==> config.mk <==
export PLATFORM = sky130hd
export DESIGN_NAME = pipe_trace_buffer
export DESIGN_NICKNAME = d
export VERILOG_FILES = /design/src/rtl/pipe_trace_buffer.sv
export SDC_FILE = /design/constraint.sdc
export NUM_CORES = 1
export LEC_CHECK = 0
export ABC_AREA = 0
export ABC_CLOCK_PERIOD_IN_PS = 3600
export CAP_MARGIN = 40
export CORE_ASPECT_RATIO = 0.7
export CORE_MARGIN = 1
export CORE_UTILIZATION = 48
export CTS_CLUSTER_SIZE = 10
export DETAILED_ROUTE_END_ITERATION = 10
export GPL_TIMING_DRIVEN = 0
export PLACE_DENSITY_LB_ADDON = 0.15
export SYNTH_ARGS = -nofsm -noshare
export SYNTH_HDL_FRONTEND = slang
export SYNTH_SLANG_ARGS = --single-unit
==> constraint.sdc <==
create_clock -name Clk -period 3.6 [get_ports Clk]
set_input_delay 1.08 -clock Clk [delete_from_list [all_inputs] [get_ports Clk]]
set_output_delay 1.08 -clock Clk [all_outputs]
set_load 0.005 [all_outputs]
==> src/rtl/pipe_trace_buffer.sv <==
`default_nettype none
// ============================================================================
// Module      : pipe_trace_buffer
// Description : Circular trace capture of CPU IF-stage PC and WR-stage ALU
//               result. Arms on start, stops POST_N samples after a PC
//               trigger, then drains the frozen window over valid/ready.
// Revision    : 1.0 - initial release
// ============================================================================
module pipe_trace_buffer #(
  parameter int DEPTH  = 16,
  parameter int ADDR_W = 4,
  parameter int POST_N = 8
) (
  input  logic              Clk,
  input  logic              Clrn,
  input  logic              start,
  input  logic              abort,
  input  logic [31:0]       trig_pc,
  input  logic [31:0]       in_IF_PC,
  input  logic [31:0]       in_WR_ALUout,
  input  logic              tr_ready,
  output logic              tr_valid,
  output logic [79:0]       tr_data,
  output logic [ADDR_W:0]   count,
  output logic [1:0]        state,
  output logic              trig_hit
);

  localparam logic [1:0] S_IDLE  = 2'd0;
  localparam logic [1:0] S_ARMED = 2'd1;
  localparam logic [1:0] S_POST  = 2'd2;
  localparam logic [1:0] S_DONE  = 2'd3;

  localparam logic [ADDR_W:0]   CNT_FULL  = (ADDR_W+1)'(DEPTH);
  localparam logic [ADDR_W-1:0] POST_INIT = ADDR_W'(POST_N);

  // Sample storage is intentionally not reset; only the pointers are.
  logic [79:0]       mem [DEPTH];
  logic [ADDR_W-1:0] wr_ptr;
  logic [ADDR_W-1:0] rd_ptr;
  logic [ADDR_W-1:0] post_cnt;
  logic [15:0]       stamp;

  logic capturing;
  logic full;
  logic accept;

  assign capturing = ((state == S_ARMED) || (state == S_POST)) && !abort;
  assign full      = (count == CNT_FULL);
  assign tr_valid  = (state == S_DONE) && (count != '0);
  assign accept    = tr_valid && tr_ready;
  // Only a trigger can lead into POST/DONE, so state alone identifies a hit.
  assign trig_hit  = (state == S_POST) || (state == S_DONE);
  assign tr_data   = mem[rd_ptr];

  // Record one sample per cycle while capturing.
  always_ff @(posedge Clk) begin
    if (capturing) begin
      mem[wr_ptr] <= {stamp, in_IF_PC, in_WR_ALUout};
    end
  end

  // Capture/drain control: state, pointers, occupancy, stamp, post counter.
  always_ff @(posedge Clk or negedge Clrn) begin
    if (!Clrn) begin
      state    <= S_IDLE;
      wr_ptr   <= '0;
      rd_ptr   <= '0;
      count    <= '0;
      stamp    <= '0;
      post_cnt <= '0;
    end else if (abort) begin
      // Abort dominates every other request, including a coincident start.
      state    <= S_IDLE;
      wr_ptr   <= '0;
      rd_ptr   <= '0;
      count    <= '0;
      post_cnt <= '0;
    end else begin
      if (capturing) begin
        wr_ptr <= wr_ptr + 1'b1;
        stamp  <= stamp + 16'd1;
        // A full buffer overwrites its oldest entry, so the read side follows.
        if (full) begin
          rd_ptr <= rd_ptr + 1'b1;
        end else begin
          count <= count + 1'b1;
        end
      end

      case (state)
        S_IDLE: begin
          if (start) begin
            state  <= S_ARMED;
            wr_ptr <= '0;
            rd_ptr <= '0;
            count  <= '0;
            stamp  <= '0;
          end
        end
        S_ARMED: begin
          if (in_IF_PC == trig_pc) begin
            state    <= S_POST;
            post_cnt <= POST_INIT;
          end
        end
        S_POST: begin
          post_cnt <= post_cnt - 1'b1;
          if (post_cnt == ADDR_W'(1)) begin
            state <= S_DONE;
          end
        end
        default: begin
          if (start) begin
            state  <= S_ARMED;
            wr_ptr <= '0;
            rd_ptr <= '0;
            count  <= '0;
            stamp  <= '0;
          end else if (accept) begin
            rd_ptr <= rd_ptr + 1'b1;
            count  <= count - 1'b1;
          end
        end
      endcase
    end
  end

endmodule
`default_nettype wire

== After elaboration in Yosys (flattened, before gate mapping) ==
Memories as Yosys holds them, arrays and structs flattened.
Cells that the tools add are included.

* Register bits after elaboration: 35
* Bits in writable memories: 1,280
* Output and inout port bits: 89
* Memories kept: 1

* Add/sub/neg operators: 6
* Equal/unequal tests: 8
* Mux-type cells: 31
* Reduce and logical (&&, ||, !) cells: 13

{| class="wikitable"
|+ Memory list
! memory !! words !! bits a word !! read ports !! clocked after Yosys merged registers in !! wr ports !! line !! text
|-
| mem || 16 || 80 || 1 || 0 || 1 || 38 || <nowiki>logic [79:0] mem [DEPTH];</nowiki>
|}

{| class="wikitable"
|+ Operators by type and width
! cell !! number
|-
| 16-bit 2-to-1 mux || 3
|-
| 4-bit 2-to-1 mux || 12
|-
| 32-bit equality test || 1
|-
| 5-bit 2-to-1 mux || 6
|-
| 16-bit by 1-bit adder with 16-bit output (second input constant) || 1
|-
| 4-bit case mux with 2 select lines || 2
|-
| 5-bit case mux with 2 select lines || 1
|-
| 4-bit by 1-bit adder with 4-bit output (second input constant) || 2
|-
| 2-bit 2-to-1 mux || 4
|-
| 3-bit by 2-bit != test with 1-bit output (second input constant) || 2
|-
| 5-bit by 1-bit adder with 5-bit output (second input constant) || 1
|-
| 5-bit equality test (second input constant) || 1
|-
| 5-bit nonzero test || 1
|-
| 5-bit by 1-bit subtractor with 5-bit output (second input constant) || 1
|-
| 2-bit equality test (second input constant) || 2
|-
| 4-bit by 1-bit equality test with 1-bit output (second input constant) || 1
|-
| 2-bit case mux with 2 select lines || 1
|-
| 4-bit nonzero test || 1
|-
| 4-bit by 1-bit subtractor with 4-bit output (second input constant) || 1
|-
| 1-bit logical AND || 3
|-
| 3-bit AND reduction || 1
|-
| 3-bit nonzero test || 1
|-
| 2-bit by 1-bit equality test with 1-bit output (second input constant) || 1
|-
| 2-bit zero test || 1
|-
| 5 further kinds || 7
|}

== Depth between registers and ports, before layout ==
Gate-level depths: netlist (run 1).

* Depth in word-level cells: 8
* Gate-level depth with buffers: 10
* Depth with buffers taken out: 8

== Least setup slack after synthesis (run 1) ==
OpenSTA, ideal clock, no wires.

* Kind: input-to-reg
* Start point: input abort
* End point: memory mem[4][0] (enable)
* Library setup time: 447 ps
* Arrival time: 3,535 ps
* Data required time: 3,153 ps
* Slack: -383 ps
* Stages: 5
* Path buffers: 1
* Path through: nor2b_1 -> buf_2 -> nand2_1 -> nor2_1 -> and2_1

* Longest elaborated chain between the ends: 4

{| class="wikitable"
|+ Ends and longest elaborated chain
! item !! line !! text
|-
| start: declaration || 17 || <nowiki>input logic abort,</nowiki>
|-
| 1-bit zero test || 48 || <nowiki>assign capturing = ((state == S_ARMED) || (state == S_POST)) && !abort;</nowiki>
|-
| 1-bit logical AND || 48 ||
|-
| 1-bit 2-to-1 mux || 58 || <nowiki>if (capturing) begin</nowiki>
|-
| 1-bit 2-to-1 mux (implied by the code) || 59 || <nowiki>mem[wr_ptr] <= {stamp, in_IF_PC, in_WR_ALUout};</nowiki>
|-
| end: declaration || 38 ||
|}

No other way between the ends.

== Final worst setup path (run 1) ==
* Start point: register rd_ptr[0]
* End point: output tr_data[68]

* Longest elaborated chain between the ends: 1

{| class="wikitable"
|+ Ends and longest elaborated chain
! item !! line !! text
|-
| start: declaration || 40 || <nowiki>logic [ADDR_W-1:0] rd_ptr;</nowiki>
|-
| start signal: assignment || 85 || <nowiki>rd_ptr <= rd_ptr + 1'b1;</nowiki>
|-
| start signal: assignment || 121 || <nowiki>rd_ptr <= rd_ptr + 1'b1;</nowiki>
|-
| memory 16 x 80 bit || - ||
|-
| end: declaration || 23 || <nowiki>output logic [79:0] tr_data,</nowiki>
|}

No other way between the ends.

==> key figures, run 1 <==
Outcome
  – Status: complete, but fails checks
  – Failing checks: setup timing

Placed design
  – DP HPWL: 70370 um
  – Routability cong.: 0.7586
  – Port bufs: 188

Power
  – VDD IR max: 0.4162 mV
  – Leak Pwr: 18.99 nW
  – Final Total Pwr: 33.66 mW
  – PwrDens: 556.2 nW/um^2

STA
  – Rel. slew slack: 39.29%
  – Fmax: 228.4 MHz
  – Worst-margin pin slew: 910.6 ps
  – RSZ-0062 raised after global routing: yes
  – Endpoints failing hold: 0
  – Tcrit/Tclk final: 121.6%
  – Min cycle time layout: 4377 ps
  – Setup violators final: 80
  – Clk_skew: 23.50 ps
  – Worst setup margin: -777.5 ps
  – Post-Route Setup TNS: -46070 ps
  – Final slew viol count: 0

Floorplanning
  – Die H: 273.7 um
  – Site Rows: 99
  – Die footprint: 106800 um^2
  – Core ar.: 104400 um^2
  – DIE WIDTH: 390.2 um
  – Starting Density: 48.49%
  – Boundary Pins: 190

Synth
  – Seq/Total Area, Yosys: 77.64%
  – Post-synth ARST share: 2.662%
  – Netlist Area Pre-Place: 50640 um^2
  – Synth Register Bits: 1315
  – EDFF count, synth: 1280
  – Syn_area_per_cell: 24.47 um^2
  – Post-synthesis cell count: 2069
  – Post-synth top flop: edfxtp_1
  – Synthesis Warnings: 0
  – Syn nets: 2184
  – Number of distinct library cells after synthesis: 51

CTS
  – CTS HTree Levels: 4
  – Clk_lat worst skew: 740 ps
  – CTS tree: built
  – CTS sink cnt: 1315
  – Max Root-Sink Buffers: 3
  – Root Buffer: clkbuf_16
  – Reg clk slew, reported paths: 60 ps
  – Total CTS buffers: 150

Global routing
  – Vias in the first global route: 24650
  – Antenna violations before repair: 6
  – Pin count of the biggest net entering global routing: 42
  – First-pass GRT wire length: 173300 um
  – Gr usage total: 23.15%
  – Grt ovf: 0

Worst setup path
  – Worst EP arrival: 3300 ps
  – Crit. End Element: output pin
  – Crit-path max FO: 10
  – Data required, critical path: 2520 ps
  – Setup crit start kind: register
  – WS Path Type: reg -> out

Layout
  – Layout Nets: 2632
  – Layout area overhead: 19.52%
  – Share of cells above drive strength 1: 32.44%

Routing
  – DR vias/cell: 5.955
  – Drt pass-1 iters: 5
  – Routed length per instance: 30.87 um
  – Residual DRC count: 0
  – ANT nets after route: 0
  – Vias post-DR: 23550
  – First DRT Iteration DRCs: 2290
  – Post-Route WL: 122100 um

Min path
  – Worst min path class: in -> async

Job
  – # Max-Cap Violations: 0
stage by stage:
step / setup slack [ps] / hold slack, ps / instance area, um^2 / cells / util [%]
after floorplan: 500.4 / 506.7 / 50660 / 2069 / -
after global placement: -1592 / 536.6 / 54310 / 3671 / 52.01
after global routing: -848.3 / 482.2 / 60520 / 3954 / 57.95
after detailed placement: -1030 / 582.5 / 55380 / 3728 / 53.03
final: -777.5 / 445.3 / 60520 / 3955 / 57.96
after CTS: -874.4 / 410.9 / 59890 / 3911 / 57.36
routing by layer:
layer	vias to the layer above	part of all wire [%]	GRT usage, %	wire (um)
met5	-	0.025	0	30
met4	4	2.4	7.585	2911
met3	167	5.7	3.887	6901
met2	812	50	37.64	60590
met1	12790	42	32.24	51660
li1	9784	-	-	-
cell usage in the layout (no fill, tap or decap), types with 7 or more instances in the layout:
master / synthesis / routed
nor4_1: 9 / 9
and2_4: 0 / 16
nand3_1: 11 / 11
buf_12: 0 / 29
buf_4: 0 / 38
mux2i_1: 8 / 8
o21ai_0: 8 / 8
nand2_1: 21 / 21
ha_1: 14 / 12
inv_1: 13 / 12
dlymetal6s2s_1: 0 / 16
clkbuf_16: 0 / 159
clkdlybuf4s50_1: 0 / 137
edfxtp_1: 1280 / 1280
clkbuf_1: 40 / 20
buf_2: 12 / 11
dfrtp_1: 35 / 32
buf_8: 0 / 16
buf_6: 29 / 32
nor2_1: 22 / 22
mux4_2: 400 / 400
a21oi_1: 22 / 22
clkbuf_4: 0 / 7
clkbuf_2: 0 / 46
buf_16: 0 / 36
xor2_1: 36 / 36
where the power goes:
part | switching, mW | internal [mW]
logic | 1.44 | 1.39
registers | 0.230 | 17.4
clock network | 5.59 | 7.62
critical path, stage by stage, from the launching register on:
cell and delay (ps):
dfrtp_2 450, buf_12 190, buf_16 180, buf_12 180
mux4_2 530, mux4_2 510, clkdlybuf4s50_1 470
state kept, by name (all words and copies together), names as in the netlist:
name	flops
mem	1280
wr_ptr	4
state	2
post_cnt	4
rd_ptr	4
count	5
stamp	16
worst paths after layout:
| kind | from | to | slack [ps] | cells after the start |
|---|---|---|---|---|
| setup / recovery | rd_ptr[0]$_DFF_PN0_ | tr_data[68] | -780 | 6 |
| hold / removal | Clrn | post_cnt[1]$_DFFE_PN0P_ | 450 | 1 |
| setup reg to reg | state[1]$_DFFE_PN0P_ | mem[11][4]$_DFFE_PP_ | 220 | 7 |
| hold reg to reg | state[0]$_DFFE_PN0P_ | state[0]$_DFFE_PN0P_ | 590 | 2 |
| max in group asynchronous | Clrn | rd_ptr[0]$_DFF_PN0_ | 2560 | 1 |
| min in group Clk | state[0]$_DFFE_PN0P_ | state[0]$_DFFE_PN0P_ | 590 | 2 |
cells by family after synthesis:
| group | Yosys count | share of synthesized area, % |
|---|---|---|
| AOI/OAI and AO/OA | 63 | 0.8105 |
| xor gates and xnor gates | 39 | 0.6746 |
| and+or+nand+nor | 116 | 1.248 |
| buffers and inverters | 112 | 1.290 |
| muxes | 410 | 17.99 |
| DFF | 1315 | 77.64 |
| adders and majority gates | 14 | 0.3459 |
Yosys cell counts (4+ instances only):
cell	instances	share of area, %
xor2_1	36	0.62
nand4_1	6	0.074
nor3_1	6	0.059
ha_1	14	0.35
a21oi_1	22	0.22
nand3_1	11	0.11
dfrtp_1	35	1.7
a211oi_1	6	0.089
buf_1	18	0.13
nor2_1	22	0.16
clkbuf_1	40	0.30
buf_2	12	0.12
and2_1	16	0.20
and3_1	5	0.062
buf_6	29	0.64
o21ai_1	4	0.040
edfxtp_1	1280	76
inv_1	13	0.096
mux4_2	400	18
mux2i_1	8	0.16
nand2_1	21	0.16
nor4_1	9	0.11
o21ai_0	8	0.079
cell type report:
type	count	area, um^2
clock buffer	163	3919
timing repair buffer	296	3412
tap	1414	1769
fill	7409	43900
sequential	1315	39320
inverter	13	48.80
antenna	1	2.502
buffer	99	1197
multi-input combinational	642	10730
clock inverter	12	125.1
what timing repair did:
action                     in CTS  in global routing
setup buffers                   7                 39
hold buffers                    0                  0
cloned                          1                  4
setup endpoints to repair      82                 83
hold endpoints to repair        0                  0
gates resized for setup       143                157
Power figures use the tool's default switching activity.
==> run 2, diff against run 1 <==
--- a/config.mk
+++ b/config.mk
@@ -14,7 +14,7 @@
 export CTS_CLUSTER_SIZE = 10
 export DETAILED_ROUTE_END_ITERATION = 10
 export GPL_TIMING_DRIVEN = 0
-export PLACE_DENSITY_LB_ADDON = 0.15
+export PLACE_DENSITY = 0.79
 export SYNTH_ARGS = -nofsm -noshare
 export SYNTH_HDL_FRONTEND = slang
 export SYNTH_SLANG_ARGS = --single-unit
==> key figures, run 2 (same netlist as run 1, synthesis figures left out) <==
STA
  – RSZ-0062 raised after global routing: yes
  – Final slew viol count: 0 (unchanged)
  – Endpoints failing hold: 0 (unchanged)
  – Clk_skew: 26.49 ps (+2.992 ps)
  – Post-Route Setup TNS: -43070 ps (+2998 ps)
  – WHS: 402.6 ps (-42.69 ps)
  – Tcrit/Tclk final: 118.7% (-2.9 points)
  – Setup violators final: 80 (unchanged)
  – Worst setup margin: -672.1 ps (+105.4 ps)
  – Worst-margin pin slew: 980.9 ps (+70.30 ps)
  – Rel. slew slack: 34.60% (-4.7 points)
  – Min cycle time layout: 4272 ps (-105.4 ps)
  – Fmax: 234.1 MHz (+2.5%)

Worst setup path
  – Max stage delay on crit path: 600 ps (+70 ps)
  – Data required, critical path: 2520 ps (about the same)
  – Setup crit start kind: register
  – Crit. End Element: output pin
  – Crit-path max FO: 6 (-4)
  – Critical path's slowest cell: mux4_2
  – Worst EP arrival: 3190 ps (-110 ps)
  – CP cell instances: buf_12, buf_12, buf_16, buf_16, buf_6, mux4_2, mux4_2, buf_6
  – WS Path Type: reg -> out

CTS
  – CTS tree: built
  – Total CTS buffers: 149 (-0.67%)
  – Max Root-Sink Buffers: 3 (unchanged)
  – CTS HTree Levels: 4 (unchanged)
  – Hold buffers post-CTS: 0 (unchanged)
  – Clk_lat worst skew: 760 ps (+20 ps)
  – CTS sink cnt: 1315 (unchanged)
  – Root Buffer: clkbuf_16
  – Reg clk slew, reported paths: 50 ps (about the same)

Floorplanning
  – Die footprint: 106800 um^2 (unchanged)
  – DIE WIDTH: 390.2 um (unchanged)
  – Starting Density: 48.49% (unchanged)
  – Die H: 273.7 um (unchanged)
  – Core ar.: 104400 um^2 (unchanged)
  – Boundary Pins: 190 (unchanged)
  – Site Rows: 99 (unchanged)

Placed design
  – Port bufs: 188 (unchanged)
  – Routability cong.: 0.7937 (+4.6%)
  – Setup WS pre-CTS: -1181 ps (-150.4 ps)
  – DP HPWL: 71110 um (+1.0%)
  – DP Area: 55130 um^2 (-0.45%)

Global routing
  – Antenna violations before repair: 17 (+11)
  – First-pass GRT wire length: 202300 um (+17%)
  – Gr usage total: 27.40% (+4.2 points)
  – Grt ovf: 0 (unchanged)
  – Pin count of the biggest net entering global routing: 44 (+4.8%)
  – Vias in the first global route: 27480 (+11%)

Power
  – Leak Pwr: 19.53 nW (+2.8%)
  – Share of power burned in registers: 51.6% (-0.7 points)
  – Clock power frac: 39.3% (about the same)
  – Total net switching power: 7.902 mW (+8.8%)
  – Gate power share: 9.1% (+0.7 points)
  – PwrDens: 552.8 nW/um^2 (-0.61%)
  – P_int: 26.32 mW (-0.29%)
  – VDD IR max: 0.3888 mV (-6.6%)
  – Switching share of power: 23.09% (+1.5 points)

Layout
  – Design Area, Final: 61910 um^2 (+2.3%)
  – Share of cells above drive strength 1: 36.26% (+3.8 points)
  – Layout area overhead: 22.26%
  – Max FFs per register: 1280 (unchanged)
  – Biggest register: mem
  – Commonest non-fill, non-tap cell in the layout: edfxtp_1
  – Core Util, Final: 59.29% (+1.3 points)
  – Commonest cells after routing, fill and taps aside: 1280 x edfxtp_1, 400 x mux4_2, 155 x clkbuf_16, 107 x clkdlybuf4s50_1, 95 x buf_6
  – Largest regs: mem: 1280 flops, stamp: 16 flops, count: 5 flops
  – Layout Nets: 2719 (+3.3%)
  – Fillers: 6806 (-8.1%)

Outcome
  – Failing checks: setup timing
  – Status: complete, but fails checks

Routing
  – Vias post-DR: 26690 (+13%)
  – ANT nets after route: 0 (unchanged)
  – Drt pass-1 iters: 6 (+1)
  – DR vias/cell: 6.570 (+10%)
  – Residual DRC count: 0 (unchanged)
  – Routed length per instance: 36.87 um (+19%)
  – First DRT Iteration DRCs: 4237 (+85%)
  – Post-Route WL: 149800 um (+23%)

Job
  – # Max-Cap Violations: 0 (unchanged)

Min path
  – Worst min path class: in -> async
-- run 2: cell types whose count changed in the layout (fill, tap and decap cells not counted), moves of 5 or more --
cell,before,now
buf_6,32,95
buf_2,11,49
clkbuf_2,46,12
clkdlybuf4s50_1,137,107
buf_12,29,49
clkbuf_1,20,37
buf_8,16,32
dlymetal6s2s_1,16,0
and2_2,0,10
buf_16,36,46
diode_2,1,7
buf_4,38,43
-- run 2: final cells by class --
type,instances,area [um^2],area share (%)
antenna,7,17.52,0.02829
clock inverter,15,225.2,0.3638
inverter,13,48.80,0.07882
tap,1414,1769,2.858
multi-input combinational,652,10820,17.48
sequential,1315,39320,63.51
timing repair buffer,382,4678,7.557
buffer,91,1196,1.932
clock buffer,174,3832,6.191
-- run 2: final timing paths --
path	start	to	slack, ps	cells after the start
worst max-delay path	rd_ptr[0]$_DFF_PN0_	tr_data[61]	-670	8
worst min-delay path	Clrn	post_cnt[3]$_DFFE_PN0P_	400	1
worst max register to register	state[1]$_DFFE_PN0P_	mem[12][31]$_DFFE_PP_	80	8
worst min register to register	state[0]$_DFFE_PN0P_	state[0]$_DFFE_PN0P_	600	2
max in group asynchronous	Clrn	rd_ptr[0]$_DFF_PN0_	2600	1
min in group Clk	state[0]$_DFFE_PN0P_	state[0]$_DFFE_PN0P_	600	2
-- run 2: worst max-delay path: cells and delay by family, from the launching register on --
kind     cells  cell delay, ps
flops        1             390
mux          2            1140
buf+inv      6             890
-- run 2: layer usage --
metal	wire length, um	vias to the layer above	GRT usage (%)
li1	-	10000	-
met1	49420	13830	33.94
met2	75340	2393	46.54
met3	18040	453	5.746
met4	6869	18	12.76
met5	118	-	0
-- run 2: what timing repair did --
item                                    4_1_cts  5_1_grt
endpoints found under the setup margin       88      392
pin swaps                                     2        7
hold endpoints to repair                      0        0
setup buffers                               118       36
cloned                                       16       13
gates resized for setup                     642       68
-- run 2: stage by stage --
stage / std cells / power (mW)
floorplan: 2069 / 19.18
global placement: 3671 / 20.65
detailed placement: 3709 / 20.85
CTS: 4030 / 33.94
global route: 4061 / 34.98
finish: 4063 / 34.22
-- run 2: power by group through the flow --
stage               combinational [mW]  sequential (mW)  clock, mW
finish                            3.11             17.7       13.5
global route                      3.25             17.7       14.0
CTS                               2.98             17.6       13.3
detailed placement                2.92             17.9          0
global placement                  2.74             17.9          0
floorplan                         1.34             17.8          0
